==> src/rtl/seven_pkg.sv <==
// Shared constants for the 7-segment reader: segment bit positions, the 16 legal
// glyph patterns (bit0=a .. bit6=g, 1 = lit) and the frame FSM states.
package seven_pkg;

  localparam int SEG_IDX_A = 0;
  localparam int SEG_IDX_B = 1;
  localparam int SEG_IDX_C = 2;
  localparam int SEG_IDX_D = 3;
  localparam int SEG_IDX_E = 4;
  localparam int SEG_IDX_F = 5;
  localparam int SEG_IDX_G = 6;

  // One-hot masks per segment, so each glyph below reads as its list of lit segments.
  localparam logic [6:0] S_A = 7'(1) << SEG_IDX_A;
  localparam logic [6:0] S_B = 7'(1) << SEG_IDX_B;
  localparam logic [6:0] S_C = 7'(1) << SEG_IDX_C;
  localparam logic [6:0] S_D = 7'(1) << SEG_IDX_D;
  localparam logic [6:0] S_E = 7'(1) << SEG_IDX_E;
  localparam logic [6:0] S_F = 7'(1) << SEG_IDX_F;
  localparam logic [6:0] S_G = 7'(1) << SEG_IDX_G;

  localparam logic [6:0] SEG_0 = S_A | S_B | S_C | S_D | S_E | S_F;
  localparam logic [6:0] SEG_1 = S_B | S_C;
  localparam logic [6:0] SEG_2 = S_A | S_B | S_D | S_E | S_G;
  localparam logic [6:0] SEG_3 = S_A | S_B | S_C | S_D | S_G;
  localparam logic [6:0] SEG_4 = S_B | S_C | S_F | S_G;
  localparam logic [6:0] SEG_5 = S_A | S_C | S_D | S_F | S_G;
  localparam logic [6:0] SEG_6 = S_A | S_C | S_D | S_E | S_F | S_G;
  localparam logic [6:0] SEG_7 = S_A | S_B | S_C;
  localparam logic [6:0] SEG_8 = S_A | S_B | S_C | S_D | S_E | S_F | S_G;
  localparam logic [6:0] SEG_9 = S_A | S_B | S_C | S_D | S_F | S_G;
  localparam logic [6:0] SEG_A = S_A | S_B | S_C | S_E | S_F | S_G;
  localparam logic [6:0] SEG_B = S_C | S_D | S_E | S_F | S_G;
  localparam logic [6:0] SEG_C = S_D | S_E | S_G;
  localparam logic [6:0] SEG_D = S_B | S_C | S_D | S_E | S_G;
  localparam logic [6:0] SEG_E = S_A | S_D | S_E | S_F | S_G;
  localparam logic [6:0] SEG_F = S_A | S_E | S_F | S_G;

  typedef enum logic [0:0] {
    CAPTURE = 1'b0,
    PRESENT = 1'b1
  } state_e;

endpackage

==> src/rtl/seven_decode.sv <==
// Combinational glyph decoder: 7-bit segment pattern back to a hex nibble.
// Unknown patterns give nibble 0 with err_o set.
module seven_decode
  import seven_pkg::*;
(
  input  logic [6:0] pattern_i,
  output logic [3:0] nibble_o,
  output logic       err_o
);

  always_comb begin
    nibble_o = 4'h0;
    err_o    = 1'b0;
    case (pattern_i)
      SEG_0:   nibble_o = 4'h0;
      SEG_1:   nibble_o = 4'h1;
      SEG_2:   nibble_o = 4'h2;
      SEG_3:   nibble_o = 4'h3;
      SEG_4:   nibble_o = 4'h4;
      SEG_5:   nibble_o = 4'h5;
      SEG_6:   nibble_o = 4'h6;
      SEG_7:   nibble_o = 4'h7;
      SEG_8:   nibble_o = 4'h8;
      SEG_9:   nibble_o = 4'h9;
      SEG_A:   nibble_o = 4'hA;
      SEG_B:   nibble_o = 4'hB;
      SEG_C:   nibble_o = 4'hC;
      SEG_D:   nibble_o = 4'hD;
      SEG_E:   nibble_o = 4'hE;
      SEG_F:   nibble_o = 4'hF;
      default: err_o    = 1'b1;
    endcase
  end

endmodule

==> src/rtl/seven_reader.sv <==
// Recovers hex digits from a multiplexed active-high 7-segment bus and hands out
// whole frames over valid/ready. Optional partial-frame timeout: SEVEN_READER_TIMEOUT_EN.
module seven_reader
  import seven_pkg::*;
#(
  parameter int DIGITS         = 4,
  parameter int STABLE_CYCLES  = 4,
  parameter int TIMEOUT_CYCLES = 1000000
) (
  input  logic                  clk,
  input  logic                  rst_n,
  input  logic [6:0]            seg,
  input  logic [DIGITS-1:0]     an,
  input  logic                  out_ready,
  output logic                  out_valid,
  output logic [4*DIGITS-1:0]   out_digits,
  output logic [DIGITS-1:0]     out_err
);

  localparam int CNT_W = $clog2(STABLE_CYCLES + 1);

  logic [DIGITS-1:0]   an_q;
  logic [6:0]          seg_q;
  logic [CNT_W-1:0]    stab_q, stab_d;
  logic                same_w, onehot_w, capture_w;
  logic [3:0]          dec_nibble;
  logic                dec_err;
  logic [DIGITS-1:0]   slot_we, mask_q, mask_d, mask_set;
  logic [4*DIGITS-1:0] digits_q, digits_d;
  logic [DIGITS-1:0]   err_q, err_d;
  logic                valid_q, valid_d;
  logic                timeout_hit;
  state_e              state_q, state_d;

  assign same_w   = (an == an_q) && (seg == seg_q);
  assign onehot_w = (an != '0) && ((an & (an - DIGITS'(1))) == '0);

  // Fires only on the cycle the counter steps into saturation, so once per stable run.
  assign capture_w = same_w && onehot_w && (stab_q == CNT_W'(STABLE_CYCLES - 1));

  always_comb begin
    stab_d = '0;
    if (same_w && onehot_w) begin
      stab_d = (stab_q == CNT_W'(STABLE_CYCLES)) ? stab_q : stab_q + CNT_W'(1);
    end
  end

  seven_decode u_decode (
    .pattern_i (seg_q),
    .nibble_o  (dec_nibble),
    .err_o     (dec_err)
  );

  generate
    for (genvar gi = 0; gi < DIGITS; gi++) begin : g_slot
      assign slot_we[gi]             = capture_w && (state_q == CAPTURE) && an_q[gi];
      assign digits_d[4*gi +: 4]     = slot_we[gi] ? dec_nibble : digits_q[4*gi +: 4];
      assign err_d[gi]               = slot_we[gi] ? dec_err : err_q[gi];
    end
  endgenerate

  assign mask_set = mask_q | slot_we;

`ifdef SEVEN_READER_TIMEOUT_EN
  localparam int TO_W = $clog2(TIMEOUT_CYCLES + 1);

  logic [TO_W-1:0] to_q, to_d;

  // Counts idle cycles of a partial frame; any capture restarts the wait.
  always_comb begin
    to_d        = '0;
    timeout_hit = 1'b0;
    if ((state_q == CAPTURE) && (mask_q != '0) && (slot_we == '0)) begin
      if (to_q == TO_W'(TIMEOUT_CYCLES - 1)) begin
        timeout_hit = 1'b1;
      end else begin
        to_d = to_q + TO_W'(1);
      end
    end
  end

  always_ff @(posedge clk or negedge rst_n) begin
    if (!rst_n) begin
      to_q <= '0;
    end else begin
      to_q <= to_d;
    end
  end
`else
  // Partial frames wait indefinitely; only a degenerate zero timeout would drop them.
  assign timeout_hit = (TIMEOUT_CYCLES < 1);
`endif

  always_comb begin
    state_d = state_q;
    valid_d = valid_q;
    mask_d  = mask_q;
    case (state_q)
      CAPTURE: begin
        if (timeout_hit) begin
          mask_d = '0;
        end else begin
          mask_d = mask_set;
          if (&mask_set) begin
            state_d = PRESENT;
            valid_d = 1'b1;
          end
        end
      end
      PRESENT: begin
        if (valid_q && out_ready) begin
          valid_d = 1'b0;
          mask_d  = '0;
          state_d = CAPTURE;
        end
      end
      default: state_d = CAPTURE;
    endcase
  end

  always_ff @(posedge clk or negedge rst_n) begin
    if (!rst_n) begin
      an_q     <= '0;
      seg_q    <= '0;
      stab_q   <= '0;
      mask_q   <= '0;
      digits_q <= '0;
      err_q    <= '0;
      valid_q  <= 1'b0;
      state_q  <= CAPTURE;
    end else begin
      an_q     <= an;
      seg_q    <= seg;
      stab_q   <= stab_d;
      mask_q   <= mask_d;
      digits_q <= digits_d;
      err_q    <= err_d;
      valid_q  <= valid_d;
      state_q  <= state_d;
    end
  end

  assign out_valid  = valid_q;
  assign out_digits = digits_q;
  assign out_err    = err_q;

endmodule

==> config.mk <==
export PLATFORM = sky130hd
export DESIGN_NAME = seven_reader
export DESIGN_NICKNAME = d
export VERILOG_FILES = /design/src/rtl/seven_pkg.sv /design/src/rtl/seven_decode.sv /design/src/rtl/seven_reader.sv
export SDC_FILE = /design/constraint.sdc
export NUM_CORES = 1
export LEC_CHECK = 0
export BUFFER_PORTS_ARGS = -buffer_cell sky130_fd_sc_hd__buf_2
export CORE_ASPECT_RATIO = 0.75
export CORE_MARGIN = 5
export CORE_UTILIZATION = 35
export CTS_CLUSTER_SIZE = 24
export DETAILED_ROUTE_END_ITERATION = 16
export GPL_ROUTABILITY_DRIVEN = 0
export MAX_ROUTING_LAYER = met4
export SLEW_MARGIN = 20
export SYNTH_ARGS = -nofsm -noshare
export SYNTH_HDL_FRONTEND = slang
export SYNTH_SLANG_ARGS = --single-unit
==> constraint.sdc <==
create_clock -name clk -period 2.27 [get_ports clk]
set_clock_uncertainty 0.15 [all_clocks]
set_input_delay 0.454 -clock clk [delete_from_list [all_inputs] [get_ports clk]]
set_output_delay 0.454 -clock clk [all_outputs]
set_load 0.01 [all_outputs]
# Yosys cells after proc, flatten, opt, wreduce, memory -nomap -nowiden
# Cells that the tools add are included.
[op_classes]
bitwise_logic = 3
muxes = 12
addsub = 2
reduce_logical = 15
n_eq_ne = 23
[ops]
columns = ["cell", "n"]
rows = [
  ["$eq 7x7->1 const B", 13],
  ["$pmux 4 s15", 1],
  ["$reduce_or 16->1", 1],
  ["$eq 7x3->1 const B", 2],
  ["$logic_and 1x1->1", 10],
  ["$pmux 4 s2", 1],
  ["$eq 7x6->1 const B", 1],
  ["$eq 7x7->1", 1],
  ["$mux 3", 2],
  ["$mux 1", 5],
  ["$and 4x4->4", 1],
  ["$eq 4x4->1", 1],
  ["$logic_not 4->1", 1],
  ["$mux 4", 1],
  ["$ne 2x1->1 const B", 2],
  ["$or 4x4->4", 1],
  ["$pmux 1 s2", 2],
  ["$reduce_and 4->1", 1],
  ["$reduce_bool 4->1", 1],
  ["$sub 4x1->4 const B", 1],
  ["$add 3x1->3 const B", 1],
  ["$eq 3x2->1 const B", 1],
  ["$eq 3x3->1 const B", 1],
  ["$ne 2x2->1 const B", 1],
  ["2 further kinds", 2],
]
[word_totals]
wordCells = 69
regBits = 40
out_inout_bits = 21

# Longest topological paths before layout
[logic_depth]
ltp_word = 12
ltp_mapped = 7
ltp_nobuf = 6

# Modules after synthesis
# Synthesis repeated with hierarchy kept, for this count alone.
[hier_totals]
cells_unflattened = 183
area_unflattened_um2 = 2042.0
[modules_own_cells]
columns = ["module", "area_per_inst_um2", "cells_per_inst", "n_inst"]
rows = [
  ["seven_reader", 1602.8, 118, 1],
  ["seven_decode", 439.2, 65, 1],
]

# Worst setup path before layout
# No wires, ideal clock.
[synth_path]
path_type = "register to register"
startpoint = "reg seg_q[0]"
endpoint = "reg err_q[0] (netlist: out_err[0])"
setup_time_ns = 0.125
synth_period_minus_slack_ns = 2.044
stages_incl_launch_ff = 7
t_arrival_ns = 1.769
setup_slack_ns = 0.226
cell_sequence = "dfrtp_1 -> or3b_2 -> a2111oi_0 -> a41oi_1 -> o21ai_2 -> nor3_2 -> mux2_2"
[synth_between]
elab_chain_cells = 6
[synth_lines]
columns = ["element", "line", "text"]
rows = [
  ["from (decl)", "seven_reader.sv:23", "logic [6:0] seg_q;"],
  ["from (signal assigned)", "seven_reader.sv:133", "seg_q <= seg;"],
  ["branches (longest 6 deep; another with $reduce_or 16->1)", "n/a", ""],
  ["to (signal assigned)", "seven_reader.sv:137", "err_q <= err_d;"],
  ["to (decl)", "seven_reader.sv:30", "logic [DIGITS-1:0] err_q, err_d;"],
]
# Several ways; the timed one is not identified.
# A chain may end at the register's enable or synchronous reset.

# Worst setup path in the final report
[layout_path]
startpoint = "reg seg_q[0]"
endpoint = "reg err_q[1] (netlist: out_err[1])"
# The elaborated chain is that of the path after synthesis.

==> results.sh <==
export IMPL_maximum_number_of_pins_on_one_net_before_global_route_repair=41
export IMPL_leakage_nw=1.21
export IMPL_antenna_violations_before_repair=0
export IMPL_slew_headroom=0.618
export IMPL_initial_drc_count=97
export IMPL_area_growth_synth_to_final_pct=25.6
export IMPL_synth_top_flop_cell="sky130_fd_sc_hd__dfrtp_1"
export IMPL_regArea_mm2=0.00100
export IMPL_synth_register_bits=40
export IMPL_full_die_area_mm2=0.00721
export IMPL_instances_no_fill=294
export IMPL_worst_skew_pair_late_latency_ns=0.29
export IMPL_core_area_mm2=0.00538
export IMPL_quantity_of_i_o_buffers_inserted_on_ports=34
export IMPL_pre_cts_slack_ns=-0.0403
export IMPL_cts_root_buf="sky130_fd_sc_hd__clkbuf_8"
export IMPL_first_global_vias=1441
export IMPL_rsz0062_at_grt="false"
export IMPL_multi_input_area_um2=925
export IMPL_ant_nets=0
export IMPL_synthesis_nets=187
export IMPL_max_transition_viols_final=0
export IMPL_synth_cells=170
export IMPL_fin_ws_ns=0.156
export IMPL_syn_area_per_cell_um2=11.5
export IMPL_grt_pass1_wl_um=7220
export IMPL_post_route_cells_drive_above_1_share=0.402
export IMPL_transition_at_the_pin_with_the_smallest_max_transition_slack_ns=0.572
export IMPL_reg2reg_to="out_err[1]"
export IMPL_finalSetupViolCount=0
export IMPL_critical_path_arrival_ns=2.14
export IMPL_clockPowerShare=0.398
export IMPL_p_int_mw=1.11
export IMPL_share_comb_of_total_power=0.092
export IMPL_initial_core_util=0.364
export IMPL_timing_rr_start="seg_q[0]"
export IMPL_async_flop_share=1.00
export IMPL_max_cap_violations=0
export IMPL_die_h_um=74.8
export IMPL_cts_sinks=40
export IMPL_path_class="flop to flop"
export IMPL_detail_route_first_pass_iterations=4
export IMPL_finalHoldViolCount=0
export IMPL_clock_path_buffers=2
export IMPL_synth_common_cells="sky130_fd_sc_hd__dfrtp_1, sky130_fd_sc_hd__mux2_2, sky130_fd_sc_hd__nand2_1"
export IMPL_post_synthesis_cell_area_mm2=0.00196
export IMPL_post_dp_hpwl_um=3130
export IMPL_achievable_frequency_mhz=473
export IMPL_worst_setup_hold_path_clk_slew_ns=0.08
export IMPL_cts_hold_buffers_added=0
export IMPL_seqPwrFrac=0.511
export IMPL_routed_via_density=4.99
export IMPL_total_switching_power_mw=0.345
export IMPL_synth_largest_type_area_fraction=0.511
export IMPL_irDropWorstVdd_v=0.000301
export IMPL_switching_fraction_of_total_power=0.238
export IMPL_ff2ff_path_depth=6
export IMPL_finalWirelength_um=4250
export IMPL_crit_path_end_kind="flop"
export IMPL_timing_endpoint_of_the_critical_path="out_err[1]"
export IMPL_synth_lib_cells_used_distinct=41
export IMPL_crit_path_start_kind="flop"
export IMPL_worstPathRequired_ns=2.30
export IMPL_cts_buffers=5
export IMPL_layout_nets=235
export IMPL_layout_worst_path_cycle_share=0.931
export IMPL_outcome="completed"
export IMPL_htree_levels=2
export IMPL_remaining_drc_errors=0
export IMPL_fp_dieW_um=96.4
export IMPL_grt_total_usage=0.135
export IMPL_cts_tree="yes"
export IMPL_synth_top_area_cell="sky130_fd_sc_hd__dfrtp_1"
export IMPL_worstSetupStartpoint="seg_q[0]"
export IMPL_worst_reg2reg_setup_slack_ns=0.16
export IMPL_ant_diodes=0
export IMPL_via_count=1468
export IMPL_fp_row_count=23
export IMPL_critical_path_peak_fanout=4
export IMPL_synth_seq_area_share=0.511
export IMPL_top_cells_by_area_synth="sky130_fd_sc_hd__dfrtp_1, sky130_fd_sc_hd__mux2_2, sky130_fd_sc_hd__xnor2_1"
export IMPL_post_place_cells=286
export IMPL_holdCritPathClass="input pin to async pin"
export IMPL_ys_warn_count=0
export IMPL_power_density_mw_per_mm2=590
export IMPL_gr_total_overflow=0
export IMPL_top_level_ports=35
export IMPL_timing_final_crit_period_ns=2.11
export IMPL_nFillCells=526
export IMPL_route_detailed_wl_per_inst_um=14.5
export IMPL_synth_enable_flop_cells=0
export IMPL_post_synth_top_count_cell="sky130_fd_sc_hd__dfrtp_1"
-- how the worst min path moves through the flow --
stage                          from             end  slack [ns]  cells after the start
final                         rst_n  out_digits[13]        0.07                      2
after global placement    mask_q[1]       mask_q[1]        0.32                      2
after global routing          rst_n       mask_q[1]        0.10                      2
after detailed placement  mask_q[1]       mask_q[1]        0.34                      2
after CTS                     rst_n      out_err[3]        0.08                      2
after floorplan               rst_n         an_q[0]       0.008                      0
-- area by class of cell --
type / count / area share
Clock buffer: 5 / 0.0280
Clock inverter: 3 / 0.0173
Inverter: 8 / 0.0122
Multi-Input combinational cell: 115 / 0.376
Sequential cell: 40 / 0.407
Tap cell: 75 / 0.0381
Timing Repair Buffer: 48 / 0.122
-- per-stage QoR --
step | setup TNS [ns] | power, mW | utilization | cell area (um2) | hold WS [ns]
global route | 0 | 1.53 | 0.457 | 2460 | 0.104
finish | 0 | 1.45 | 0.457 | 2460 | 0.0686
detailed placement | -0.0646 | 0.886 | 0.432 | 2330 | 0.339
global placement | 0 | 0.885 | 0.432 | 2330 | 0.317
floorplan | 0 | 0.822 | - | 1960 | 0.00841
CTS | 0 | 1.47 | 0.453 | 2440 | 0.0758
-- per-layer routing --
metal	track usage	up-vias	wire length [um]
li1	-	710	-
met1	0.194	706	2130
met2	0.192	50	1830
met4	0.0280	0	19
met5	-	-	0
met3	0.0370	2	273
-- cells in the final DEF, fill, tap and decap left out, types with 2 or more instances in the layout --
master and instances:
sky130_fd_sc_hd__nand3_1 6, sky130_fd_sc_hd__o21ai_0 4, sky130_fd_sc_hd__xnor2_1 10, sky130_fd_sc_hd__mux2_2 20, sky130_fd_sc_hd__nand2_1 14, sky130_fd_sc_hd__inv_1 8
sky130_fd_sc_hd__nor2_1 5, sky130_fd_sc_hd__a22o_1 2, sky130_fd_sc_hd__buf_4 12, sky130_fd_sc_hd__buf_12 2, sky130_fd_sc_hd__xor2_1 2, sky130_fd_sc_hd__a22oi_1 3
sky130_fd_sc_hd__ha_1 3, sky130_fd_sc_hd__dfrtp_1 40, sky130_fd_sc_hd__nand2b_1 3, sky130_fd_sc_hd__a22oi_2 2, sky130_fd_sc_hd__nor2b_1 6, sky130_fd_sc_hd__buf_2 34
sky130_fd_sc_hd__nand4_1 3, sky130_fd_sc_hd__clkbuf_8 5, sky130_fd_sc_hd__nand4_4 2, sky130_fd_sc_hd__a21oi_1 6, sky130_fd_sc_hd__nand4_2 2, sky130_fd_sc_hd__nor3_1 2
-- power groups by stage --
stage,clock (mW),combinational (mW),sequential [mW]
6_report,0.577,0.133,0.741
5_1_grt,0.634,0.149,0.744
4_1_cts,0.598,0.132,0.741
3_5_place_dp,0,0.131,0.755
3_3_place_gp,0,0.131,0.755
2_1_floorplan,0,0.0694,0.753
-- worst max-delay path, stage by stage, from the launching register on --
cell                        delay, ns
sky130_fd_sc_hd__dfrtp_1         0.41
sky130_fd_sc_hd__or3b_2          0.46
sky130_fd_sc_hd__a2111oi_2       0.36
sky130_fd_sc_hd__a41oi_1         0.14
sky130_fd_sc_hd__o21ai_2         0.13
sky130_fd_sc_hd__nor3_2          0.10
sky130_fd_sc_hd__mux2_2          0.27
-- sequential cells by signal, summed over array words and instances, names as in the netlist --
signal      flops
an_q            4
state_q         1
seg_q           7
out_err         4
out_digits     16
stab_q          3
mask_q          4
out_valid       1
-- timing repair --
item | 4_1_cts | 5_1_grt
setup endpoints to repair | 0 | 10
gates resized for setup | 0 | 5
buffers inserted | 0 | 0
-- logic make-up after synthesis --
| logic type | after synthesis | synth area share |
|---|---|---|
| AOI/OAI and AO/OA | 29 | 0.111 |
| xor gates and xnor gates | 12 | 0.0536 |
| adders and majority gates | 3 | 0.0192 |
| buffers and inverters | 15 | 0.0294 |
| DFF | 40 | 0.511 |
| muxes | 20 | 0.115 |
| and+or+nand+nor | 51 | 0.161 |
Note: power is estimated with default switching activity, not from simulation.
